[src/rtl/maxnet_pkg.sv]
// Shared types and constants for the MaxNet sequencing controller.
// The state encoding is plain 3-bit binary so older tooling can decode it.
package maxnet_pkg;

    localparam int unsigned N_DEFAULT = 4;

    typedef logic [2:0] state_t;

    localparam state_t StIdle = 3'd0;
    localparam state_t StLoad = 3'd1;
    localparam state_t StInit = 3'd2;
    localparam state_t StCalc = 3'd3;
    localparam state_t StDone = 3'd4;

    // Index width that stays legal for a single-neuron build.
    function automatic int unsigned idx_width(input int unsigned n);
        return (n > 1) ? $clog2(n) : 1;
    endfunction

endpackage

[src/rtl/maxnet_winner_enc.sv]
// Combinational survivor encoder: classifies the positive-flag vector and reports
// whether at most one / exactly one neuron is still positive, plus its index.
module maxnet_winner_enc
    import maxnet_pkg::*;
#(
    parameter int unsigned N = N_DEFAULT,
    localparam int unsigned IDX_W = idx_width(N)
) (
    input  logic [N-1:0]     flags,
    output logic             le_one,
    output logic             one,
    output logic [IDX_W-1:0] idx
);

    localparam int unsigned CNT_W = $clog2(N + 1);

    logic [CNT_W-1:0] cnt;

    always_comb begin
        cnt = '0;
        idx = '0;
        for (int i = 0; i < N; i++) begin
            cnt = cnt + CNT_W'(flags[i]);
        end
        // Scan downward so the lowest set bit wins; only meaningful when one bit is set.
        for (int i = N - 1; i >= 0; i--) begin
            if (flags[i]) begin
                idx = IDX_W'(i);
            end
        end
    end

    assign le_one = (cnt <= CNT_W'(1));
    assign one    = (cnt == CNT_W'(1));

endmodule

[src/rtl/maxnet_controller.sv]
// MaxNet sequencing FSM: load memory, seed neuron registers, iterate inhibition
// until at most one neuron stays positive. Optional iteration cap: MAXNET_TIMEOUT_EN.
module maxnet_controller
    import maxnet_pkg::*;
#(
    parameter int unsigned N        = N_DEFAULT,
    parameter int unsigned CALC_LAT = 1,
    parameter int unsigned ITER_W   = 8,
    parameter int unsigned MAX_ITER = 200,
    localparam int unsigned IDX_W   = idx_width(N)
) (
    input  logic              clk,
    input  logic              rst,
    input  logic              start,
    input  logic [N-1:0]      pos_flags,
    output logic              mem_ld,
    output logic              init_sel,
    output logic              reg_ld,
    output logic              busy,
    output logic              done,
    output logic              winner_vld,
    output logic [IDX_W-1:0]  winner_idx,
    output logic [ITER_W-1:0] iter_cnt,
    output logic              timeout
);

    localparam int unsigned WAIT_W = (CALC_LAT > 1) ? $clog2(CALC_LAT) : 1;

    state_t            state_q, state_d;
    logic [WAIT_W-1:0] wait_q, wait_d;
    logic [ITER_W-1:0] iter_q, iter_d;
    logic              wvld_q, wvld_d;
    logic [IDX_W-1:0]  widx_q, widx_d;
    logic              eval;
    logic              step;
    logic              at_cap;
    logic              le_one;
    logic              one;
    logic [IDX_W-1:0]  idx;

    maxnet_winner_enc #(
        .N (N)
    ) u_winner_enc (
        .flags  (pos_flags),
        .le_one (le_one),
        .one    (one),
        .idx    (idx)
    );

    assign eval   = (wait_q == WAIT_W'(CALC_LAT - 1));
    assign at_cap = (iter_q == ITER_W'(MAX_ITER));

`ifdef MAXNET_TIMEOUT_EN
    logic tmo_q, tmo_d;
`else
    logic unused_at_cap;
    assign unused_at_cap = at_cap;
`endif

    always_comb begin
        state_d = state_q;
        wait_d  = wait_q;
        iter_d  = iter_q;
        wvld_d  = wvld_q;
        widx_d  = widx_q;
        step    = 1'b0;
`ifdef MAXNET_TIMEOUT_EN
        tmo_d   = tmo_q;
`endif
        case (state_q)
            StIdle: begin
                if (start) begin
                    state_d = StLoad;
                    wvld_d  = 1'b0;
                    widx_d  = '0;
`ifdef MAXNET_TIMEOUT_EN
                    tmo_d   = 1'b0;
`endif
                end
            end
            StLoad: state_d = StInit;
            StInit: begin
                state_d = StCalc;
                iter_d  = '0;
                wait_d  = '0;
            end
            StCalc: begin
                if (!eval) begin
                    wait_d = wait_q + WAIT_W'(1);
                end else if (le_one) begin
                    state_d = StDone;
                    wvld_d  = one;
                    widx_d  = idx;
`ifdef MAXNET_TIMEOUT_EN
                end else if (at_cap) begin
                    state_d = StDone;
                    wvld_d  = 1'b0;
                    tmo_d   = 1'b1;
`endif
                end else begin
                    step   = 1'b1;
                    wait_d = '0;
                    if (iter_q != '1) begin
                        iter_d = iter_q + ITER_W'(1);
                    end
                end
            end
            StDone: begin
                if (!start) begin
                    state_d = StIdle;
                end
            end
            default: state_d = StIdle;
        endcase
    end

    always_ff @(posedge clk or posedge rst) begin
        if (rst) begin
            state_q <= StIdle;
            wait_q  <= '0;
            iter_q  <= '0;
            wvld_q  <= 1'b0;
            widx_q  <= '0;
`ifdef MAXNET_TIMEOUT_EN
            tmo_q   <= 1'b0;
`endif
        end else begin
            state_q <= state_d;
            wait_q  <= wait_d;
            iter_q  <= iter_d;
            wvld_q  <= wvld_d;
            widx_q  <= widx_d;
`ifdef MAXNET_TIMEOUT_EN
            tmo_q   <= tmo_d;
`endif
        end
    end

    always_comb begin
        mem_ld   = (state_q == StLoad);
        init_sel = (state_q == StInit);
        reg_ld   = (state_q == StInit) | step;
        busy     = (state_q == StLoad) | (state_q == StInit) | (state_q == StCalc);
        done     = (state_q == StDone);
    end

    assign winner_vld = wvld_q;
    assign winner_idx = widx_q;
    assign iter_cnt   = iter_q;
`ifdef MAXNET_TIMEOUT_EN
    assign timeout = tmo_q;
`else
    assign timeout = 1'b0;
`endif

endmodule

[config.mk]
export PLATFORM = sky130hd
export DESIGN_NAME = maxnet_controller
export DESIGN_NICKNAME = d
export VERILOG_FILES = /design/src/rtl/maxnet_pkg.sv /design/src/rtl/maxnet_winner_enc.sv /design/src/rtl/maxnet_controller.sv
export SDC_FILE = /design/constraint.sdc
export NUM_CORES = 1
export LEC_CHECK = 0
export ABC_AREA = 1
export CAP_MARGIN = 15
export CELL_PAD_IN_SITES_DETAIL_PLACEMENT = 1
export CELL_PAD_IN_SITES_GLOBAL_PLACEMENT = 1
export CORE_ASPECT_RATIO = 0.7
export CORE_UTILIZATION = 34
export CTS_CLUSTER_SIZE = 30
export DETAILED_ROUTE_END_ITERATION = 12
export GPL_ROUTABILITY_DRIVEN = 0
export GPL_TIMING_DRIVEN = 0
export PLACE_DENSITY_LB_ADDON = 0.05
export REMOVE_ABC_BUFFERS = 1
export SLEW_MARGIN = 10
export SYNTH_ARGS = -nofsm -noshare
export SYNTH_HDL_FRONTEND = slang
export SYNTH_HIERARCHICAL = 1
export SYNTH_SLANG_ARGS = --single-unit
[constraint.sdc]
create_clock -name clk -period 2.5 [get_ports clk]
set_input_delay 0.625 -clock clk [delete_from_list [all_inputs] [get_ports clk]]
set_output_delay 0.625 -clock clk [all_outputs]
set_load 0.02 [all_outputs]
Word-level counts from Yosys, hierarchy flattened
Cells that the tools add are included.
- reduce and logical (&&, ||, !) cells: 6
- add/sub/neg operators: 5
- $lt $le $gt $ge: 1
- bitwise gates (word level): 3
- equal/unequal tests: 12
- mux-type cells: 26
- operators by type and width (kind ; number):
    2-to-1 mux 8 bit ; 3
    one-hot mux 8 bit (2 select lines) ; 1
    one-hot mux 3 bit (5 select lines) ; 1
    2-to-1 mux 2 bit ; 7
    2-to-1 mux 3 bit ; 4
    != test 2 bit (second input constant) ; 6
    AND reduction 4 bit ; 3
    adder 8 x 1 -> 8 bit (second input constant) ; 1
    != test 8 bit (second input constant) ; 1
    2-to-1 mux 1 bit ; 7
    adder 3 x 1 -> 3 bit ; 2
    equality test 3 x 1 -> 1 bit (second input constant) ; 2
    equality test 3 x 2 -> 1 bit (second input constant) ; 2
    one-hot mux 1 bit (2 select lines) ; 2
    one-hot mux 2 bit (2 select lines) ; 1
    nonzero test 2 bit ; 2
    equality test 3 bit (second input constant) ; 1
    less-or-equal comparator 3 x 1 -> 1 bit (second input constant) ; 1
    logical NOT 3 bit ; 1
    OR 1 bit ; 3
    adder 1 x 1 -> 2 bit ; 1
    adder 1 bit (second input constant) ; 1
- flip-flop bits (word level): 15
- output and inout port bits: 17

Logic depth before layout (Yosys ltp)
Gate-level depths: netlist (run 1).
- depth after elaboration: 8
- gate-level depth with buffers: 10
- depth with buffers taken out: 10

By module
The synthesis (run 1) kept the hierarchy.
- by module, submodules not included (module ; area each (µm²) ; times used ; cells each ; sequential area each (µm²)):
    maxnet_controller ; 879.6 ; 1 ; 120 ; 350.3
    maxnet_winner_enc ; 106.4 ; 1 ; 13 ; 0.0

Least setup slack after synthesis (run 1)
Ideal clock, no wire load.
- path type: input port to output port
- from: input port pos_flags[0]
- to: output port reg_ld
- required time: 1.875 ns
- slack: 0.055 ns
- buffers on the path: 0
- stages on the path: 7
- data arrival time: 1.820 ns
- cell sequence: fa_1 -> ha_1 -> inv_1 -> ha_1 -> inv_1 -> nand2_2 -> nand2_2
- cells in the longest elaborated chain, start to end: 8
- ends and longest elaborated chain (what ; RTL line ; RTL):
    start: declaration ; maxnet_controller.sv:15 ; input logic [N-1:0] pos_flags,
    adder 1 x 1 -> 2 bit ; maxnet_winner_enc.sv:23 ; cnt = cnt + CNT_W'(flags[i]);
    adder 3 x 1 -> 3 bit (2 in series) ; maxnet_winner_enc.sv:23 ;
    less-or-equal comparator 3 x 1 -> 1 bit ; maxnet_winner_enc.sv:33 ; assign le_one = (cnt <= CNT_W'(1));
    named net le_one ; maxnet_controller.sv:37 ; logic le_one;
    2-to-1 mux 1 bit ; maxnet_controller.sv:90 ; end else if (le_one) begin
    2-to-1 mux 1 bit ; maxnet_controller.sv:88 ; if (!eval) begin
    2-to-1 mux 1 bit ; maxnet_controller.sv:70 ; case (state_q)
    OR 1 bit ; maxnet_controller.sv:142 ; reg_ld = (state_q == StInit) | step;
    end: declaration ; maxnet_controller.sv:18 ; output logic reg_ld,
The timed path passes the listed nets, and every way through them passes these cells.

Final worst setup path (run 1)
- from: input port pos_flags[1]
- to: output port reg_ld
The elaborated chain is that of the path after synthesis.

==> results of run 1 <==
layout by cell type, fill, tap and decap left out, types with 2 or more instances in the layout:
| master | instances |
|---|---|
| buf_4 | 6 |
| buf_8 | 2 |
| clkbuf_8 | 3 |
| clkdlybuf4s50_1 | 18 |
| dfrtp_1 | 14 |
| ha_1 | 2 |
| inv_1 | 11 |
| inv_2 | 4 |
| nand2_1 | 51 |
| nand2_2 | 2 |
| nand2_4 | 2 |
| nand3_1 | 4 |
| nand3b_1 | 6 |
| nor2_1 | 13 |
| nor2_2 | 2 |
| nor3_1 | 2 |
| o21ai_0 | 2 |
| o21bai_1 | 2 |
cell type report:
class / count / area (um^2)
clock buffer: 3 / 41.3
fill: 334 / 1260
multi-input combinational: 102 / 583
sequential: 14 / 350
tap: 34 / 42.5
inverter: 16 / 62.6
timing repair buffer: 28 / 272
worst max-delay path, stage by stage:
cell and delay (ns):
buf_8 0.10, fa_1 0.55, ha_2 0.19, inv_2 0.05, ha_4 0.15, inv_2 0.04
nand2_2 0.06, nand2_2 0.08, buf_6 0.12
state kept, by name (all words and copies together) (netlist names):
signal,cells
winner_vld,1
winner_idx,2
iter_cnt,8
state_q,3
stage by stage:
stage | worst slack [ns] | TNS [ns] | hold WS (ns) | std cells | utilization (%)
final | -0.0923 | -0.0923 | 0.477 | 197 | 51.8
after global routing | -0.124 | -0.124 | 0.502 | 197 | 51.8
after CTS | -0.0970 | -0.0970 | 0.481 | 196 | 51.3
after detailed placement | -1.14 | -4.74 | 0.465 | 188 | 47.6
after global placement | -1.10 | -4.10 | 0.455 | 188 | 47.6
after floorplan | 0.0550 | 0 | 0.514 | 132 | -
cells by family after synthesis:
logic type | synth area share, %
buf+inv | 7.11
compound gates | 6.47
other cells | 0.380
simple gates | 42.5
flops | 35.5
xor+xnor | 0.888
fa+ha+maj | 7.11
power by group:
| group | internal (W) | switching, W |
|---|---|---|
| Combinational | 0.000291 | 0.000435 |
| Sequential | 0.000277 | 0.0000660 |
| Clock | 0.000106 | 0.0000762 |
| Total | 0.000675 | 0.000577 |
timing repair:
| action | CTS | global route |
|---|---|---|
| hold buffers | 0 | 0 |
| endpoints found under the setup margin | 9 | 2 |
| buffers inserted | 5 | 1 |
| resized for setup | 28 | 2 |
| pin swaps | 4 | 4 |
path summary, 6_finish.rpt:
check / end / slack [ns] / cells after the start
max: reg_ld / -0.09 / 9
min: winner_idx[0]$_DFFE_PP0P_ / 0.48 / 2
max reg2reg: iter_cnt[6]$_DFFE_PP0P_ / 0.82 / 8
min reg2reg: winner_idx[0]$_DFFE_PP0P_ / 0.48 / 2
max in group asynchronous: iter_cnt[3]$_DFFE_PP0P_ / 1.40 / 2
min in group asynchronous: iter_cnt[0]$_DFFE_PP0P_ / 0.73 / 2
routing by layer:
| metal | wire (um) | up-vias | track usage, % |
|---|---|---|---|
| met5 | 0 | - | 0 |
| met2 | 1160 | 15 | 30.0 |
| met3 | 82 | 5 | 5.10 |
| met1 | 1280 | 436 | 24.7 |
| met4 | 27 | 0 | 5.11 |
| li1 | - | 468 | - |
==> out/metrics.cfg, run 1 <==
[power_and_ir_drop]
vdd_drop_max_uv=531
power.density_nw_per_um2=927
power.leakage_nw=0.663
total_power_w=0.00125

[yosys]
netlist_area_um2=986
synthTopCellsByArea=dfrtp_1, nand2_1, nor2_1, ha_1, inv_1
ys.warnings.count=6
synth_ff_type=dfrtp_1
synth_edf_count=0
yosysMostFrequentCell=nand2_1
ys_seq_area_share_pct=35.5
async_reset_ff_share_pct=100
synth_cell_type_count=28
ys_ff_latch=14
syn_avg_cell_area_um2=7.41
synth_area_leader_cell=dfrtp_1
synth.top_cells.by_count=nand2_1, dfrtp_1, nor2_1
synthCells=133
synth_top_cell_area_share_pct=35.5

[sta]
maxSlewHeadroom_pct=63.8
period_minus_slack_ns=2.59
tightest_slew_ns=0.542
setup_viol=1
min_period_over_period_pct=104
fin_ws_ns=-0.0923
drv_slew=0
clock_skew_ns=0.00669
hold_viol=0
max_freq_mhz=386
rsz0062_at_grt=yes

[route]
drc_errors=0
routedWlPerCell_um=12.9
vias_per_cell=4.69
routed_wl_mm=2.54
vias=924
drt-initial-drc-count=20
drtPass1Iterations=4
ant_nets=0

[clocking]
cts_root_buf=clkbuf_8
cts_max_level=1
cts_tree=built
clkTransAtPathRegs_ns=0.06
insertion_delay_ns=0.25
cts_buffers=3
cts.sinks=14
cts_buffer_depth=2

[floorplan]
die_w_um=66.4
boundaryPins=24
die_h_um=47.1
row_count=15
start_util_pct=37.8
die_area_um2=3120
coreArea_um2=2610

[placed_design]
dpl.hpwl_mm=2.02
placed_cell_area_um2=1240
io_buffer_count=22

[setup_path]
crit_type=in -> out
required_ns=1.88
arrival_ns=1.97
worst_setup_path_start_kind=input port
critPathLaunch=pos_flags[1]
reg2reg_from=iter_cnt[0]$_DFFE_PP0P_
path_max_fanout=3
end_kind=primary output

[hold_path]
hp-class=reg -> reg
min_from=winner_idx[0]$_DFFE_PP0P_

[global_route]
grt_pass1_vias=878
grt_max_degree=15
grt_first_pass_wirelength_mm=4.11
antenna_found_initial=0
overflow=0
grt_usage_pct=18.5

[final_layout]
area_growth_pct=37.1
diodes=0
layout-drive-gt1-share_pct=20.2
final_nets=177
stdcell_area_um2=1350

[status]
violations=negative setup slack
status=finished with violations

[flow_run]
maxCapViolCount=0

Note: power is estimated with default switching activity, not from simulation.
==> run 2: changes to the inputs <==
clock period = 2.7 ns   (was 2.5 ns; I/O delays follow)
==> out/metrics.cfg, run 2 (synthesis results as in run 1) <==
[route]
drtPass1Iterations=4  ; unchanged
vias_per_cell=4.67  ; -0.43%
vias=920  ; -0.43%
drc_errors=0  ; unchanged
routed_wl_mm=2.53  ; -0.51%
ant_nets=0  ; unchanged
routedWlPerCell_um=12.8  ; -0.51%
drt-initial-drc-count=21  ; +5.0%

[power_and_ir_drop]
power.net_switching_w=0.000530  ; -8.1%
swShare_pct=46.0  ; -0.14 points
vdd_drop_max_uv=487  ; -8.2%
combPwrFrac_pct=58.0  ; about the same
p_seq_share_pct=27.3  ; about the same
p_int_w=0.000623  ; -7.6%
power.density_nw_per_um2=856  ; -7.7%
p_clk_share_pct=14.7  ; about the same
power.leakage_nw=0.663  ; about the same

[global_route]
grt_usage_pct=18.5  ; unchanged
grt_max_degree=15  ; unchanged
antenna_found_initial=0  ; unchanged
overflow=0  ; unchanged
grt_pass1_vias=880  ; +0.23%
grt_first_pass_wirelength_mm=4.11  ; unchanged

[setup_path]
path_cells=buf_8 -> fa_1 -> ha_2 -> inv_2 -> ha_4 -> inv_2 -> nand2_2 -> nand2_2 -> buf_6
crit_family=adder cells
worst_setup_path_start_kind=input port
slowest_delay_ns=0.55  ; about the same
reg2reg_from=iter_cnt[0]$_DFFE_PP0P_
crit_type=in -> out
arrival_ns=2.02  ; +0.05 ns
rrSetupSlack_ns=1.02  ; +0.20 ns
crit_buf_inv=4  ; unchanged
path_max_fanout=3  ; unchanged
critPathLaunch=pos_flags[1]
crit_slowest_cell=fa_1
r2r-end=iter_cnt[6]$_DFFE_PP0P_
r2r_cells=8  ; unchanged
end_kind=primary output
required_ns=2.03  ; +0.15 ns

[sta]
drv_slew=0  ; unchanged
tightest_slew_ns=0.542  ; +0.000355 ns
period_minus_slack_ns=2.69
max_freq_mhz=371
hold_viol=0  ; unchanged
rsz0062_at_grt=yes
setup_viol=0  ; -1
hold_ws_ns=0.476  ; -0.00182 ns
maxSlewHeadroom_pct=63.8  ; about the same
min_period_over_period_pct=99.7
clock_skew_ns=0.00650  ; -0.000184 ns

[floorplan]
boundaryPins=24  ; unchanged
die_h_um=47.1  ; unchanged
row_count=15  ; unchanged
die_w_um=66.4  ; unchanged
die_area_um2=3120  ; unchanged
start_util_pct=37.8  ; unchanged
coreArea_um2=2610  ; unchanged

[hold_path]
hp-class=reg -> reg
hold_depth=2  ; unchanged
hold_end=winner_idx[0]$_DFFE_PP0P_
min_from=winner_idx[0]$_DFFE_PP0P_

[final_layout]
final_common_cell=nand2_1
layout-drive-gt1-share_pct=19.6  ; -0.61 points
mostFrequentLayoutCells=nand2_1, clkdlybuf4s50_1, nor2_1, dfrtp_1, inv_1
largest_reg_flops=8  ; unchanged
area_growth_pct=36.8
n_fill_cell=334  ; unchanged
final_nets=177  ; unchanged
diodes=0  ; unchanged
final_util_pct=51.7  ; -0.096 points

[flow_run]
maxCapViolCount=0  ; unchanged

[status]
status=complete, no violations

[clocking]
cts.sinks=14  ; unchanged
insertion_delay_ns=0.25  ; about the same
cts_root_buf=clkbuf_8
cts_max_level=1  ; unchanged
cts-hold-fix-buffers=0  ; unchanged
cts_buffer_depth=2  ; unchanged
cts_tree=built
clkTransAtPathRegs_ns=0.06  ; about the same
cts_buffers=3  ; unchanged

[placed_design]
io_buffer_count=22  ; unchanged
dpl.hpwl_mm=2.02  ; unchanged

[run 2: metrics by stage]
stage	power, W	area, um^2	cells	setup TNS, ns	setup WS, ns
after global placement	0.000932	1240	188	-2.35	-1.00
final	0.00115	1350	197	0	0.00776
after detailed placement	0.000953	1240	188	-2.92	-1.04
after floorplan	0.000714	978	132	0	0.155
after CTS	0.00116	1330	196	0	0.0000580
after global routing	0.00123	1350	197	-0.0244	-0.0244
[run 2: final cells by class]
class	instances	area [um^2]	area share (%)
Multi-Input combinational cell	102	581	43.0
Sequential cell	14	350	26.0
Timing Repair Buffer	28	272	20.1
Inverter	16	62.6	4.64
Tap cell	34	42.5	3.15
Clock buffer	3	41.3	3.06
[run 2: layer usage]
metal	global-route usage (%)	vias to the layer above	routed length (um)
met4	5.11	0	27
met1	24.7	432	1270
met5	0	-	0
met2	30.0	15	1150
li1	-	468	-
met3	5.10	5	82
[run 2: worst max path at each step]
stage	cells past startpoint	endpoint
CTS	9	reg_ld
detailed placement	9	reg_ld
global placement	9	reg_ld
floorplan	7	reg_ld
finish	9	reg_ld
global route	9	reg_ld
[run 2: worst reg2reg max path: cells and delay by family (launching register included)]
| family | cells | cell delay, ns |
|---|---|---|
| adders and majority gates | 1 | 0.24 |
| buffers and inverters | 1 | 0.08 |
| DFF | 1 | 0.44 |
| and+or+nand+nor | 6 | 0.85 |
[run 2: power groups by stage]
| stage | Clock (W) | Sequential, W | Combinational, W |
|---|---|---|---|
| floorplan | 0 | 0.000340 | 0.000373 |
| global placement | 0 | 0.000315 | 0.000617 |
| detailed placement | 0 | 0.000320 | 0.000633 |
| CTS | 0.000176 | 0.000316 | 0.000670 |
| global route | 0.000185 | 0.000322 | 0.000725 |
| finish | 0.000169 | 0.000315 | 0.000669 |
[run 2: repair_timing]
action / 4_1_cts / 5_1_grt
buffers inserted: 5 / 1
pin swaps: 4 / 4
setup endpoints to repair: 3 / 1
gates cloned: 0 / 0
resized for setup: 26 / 3
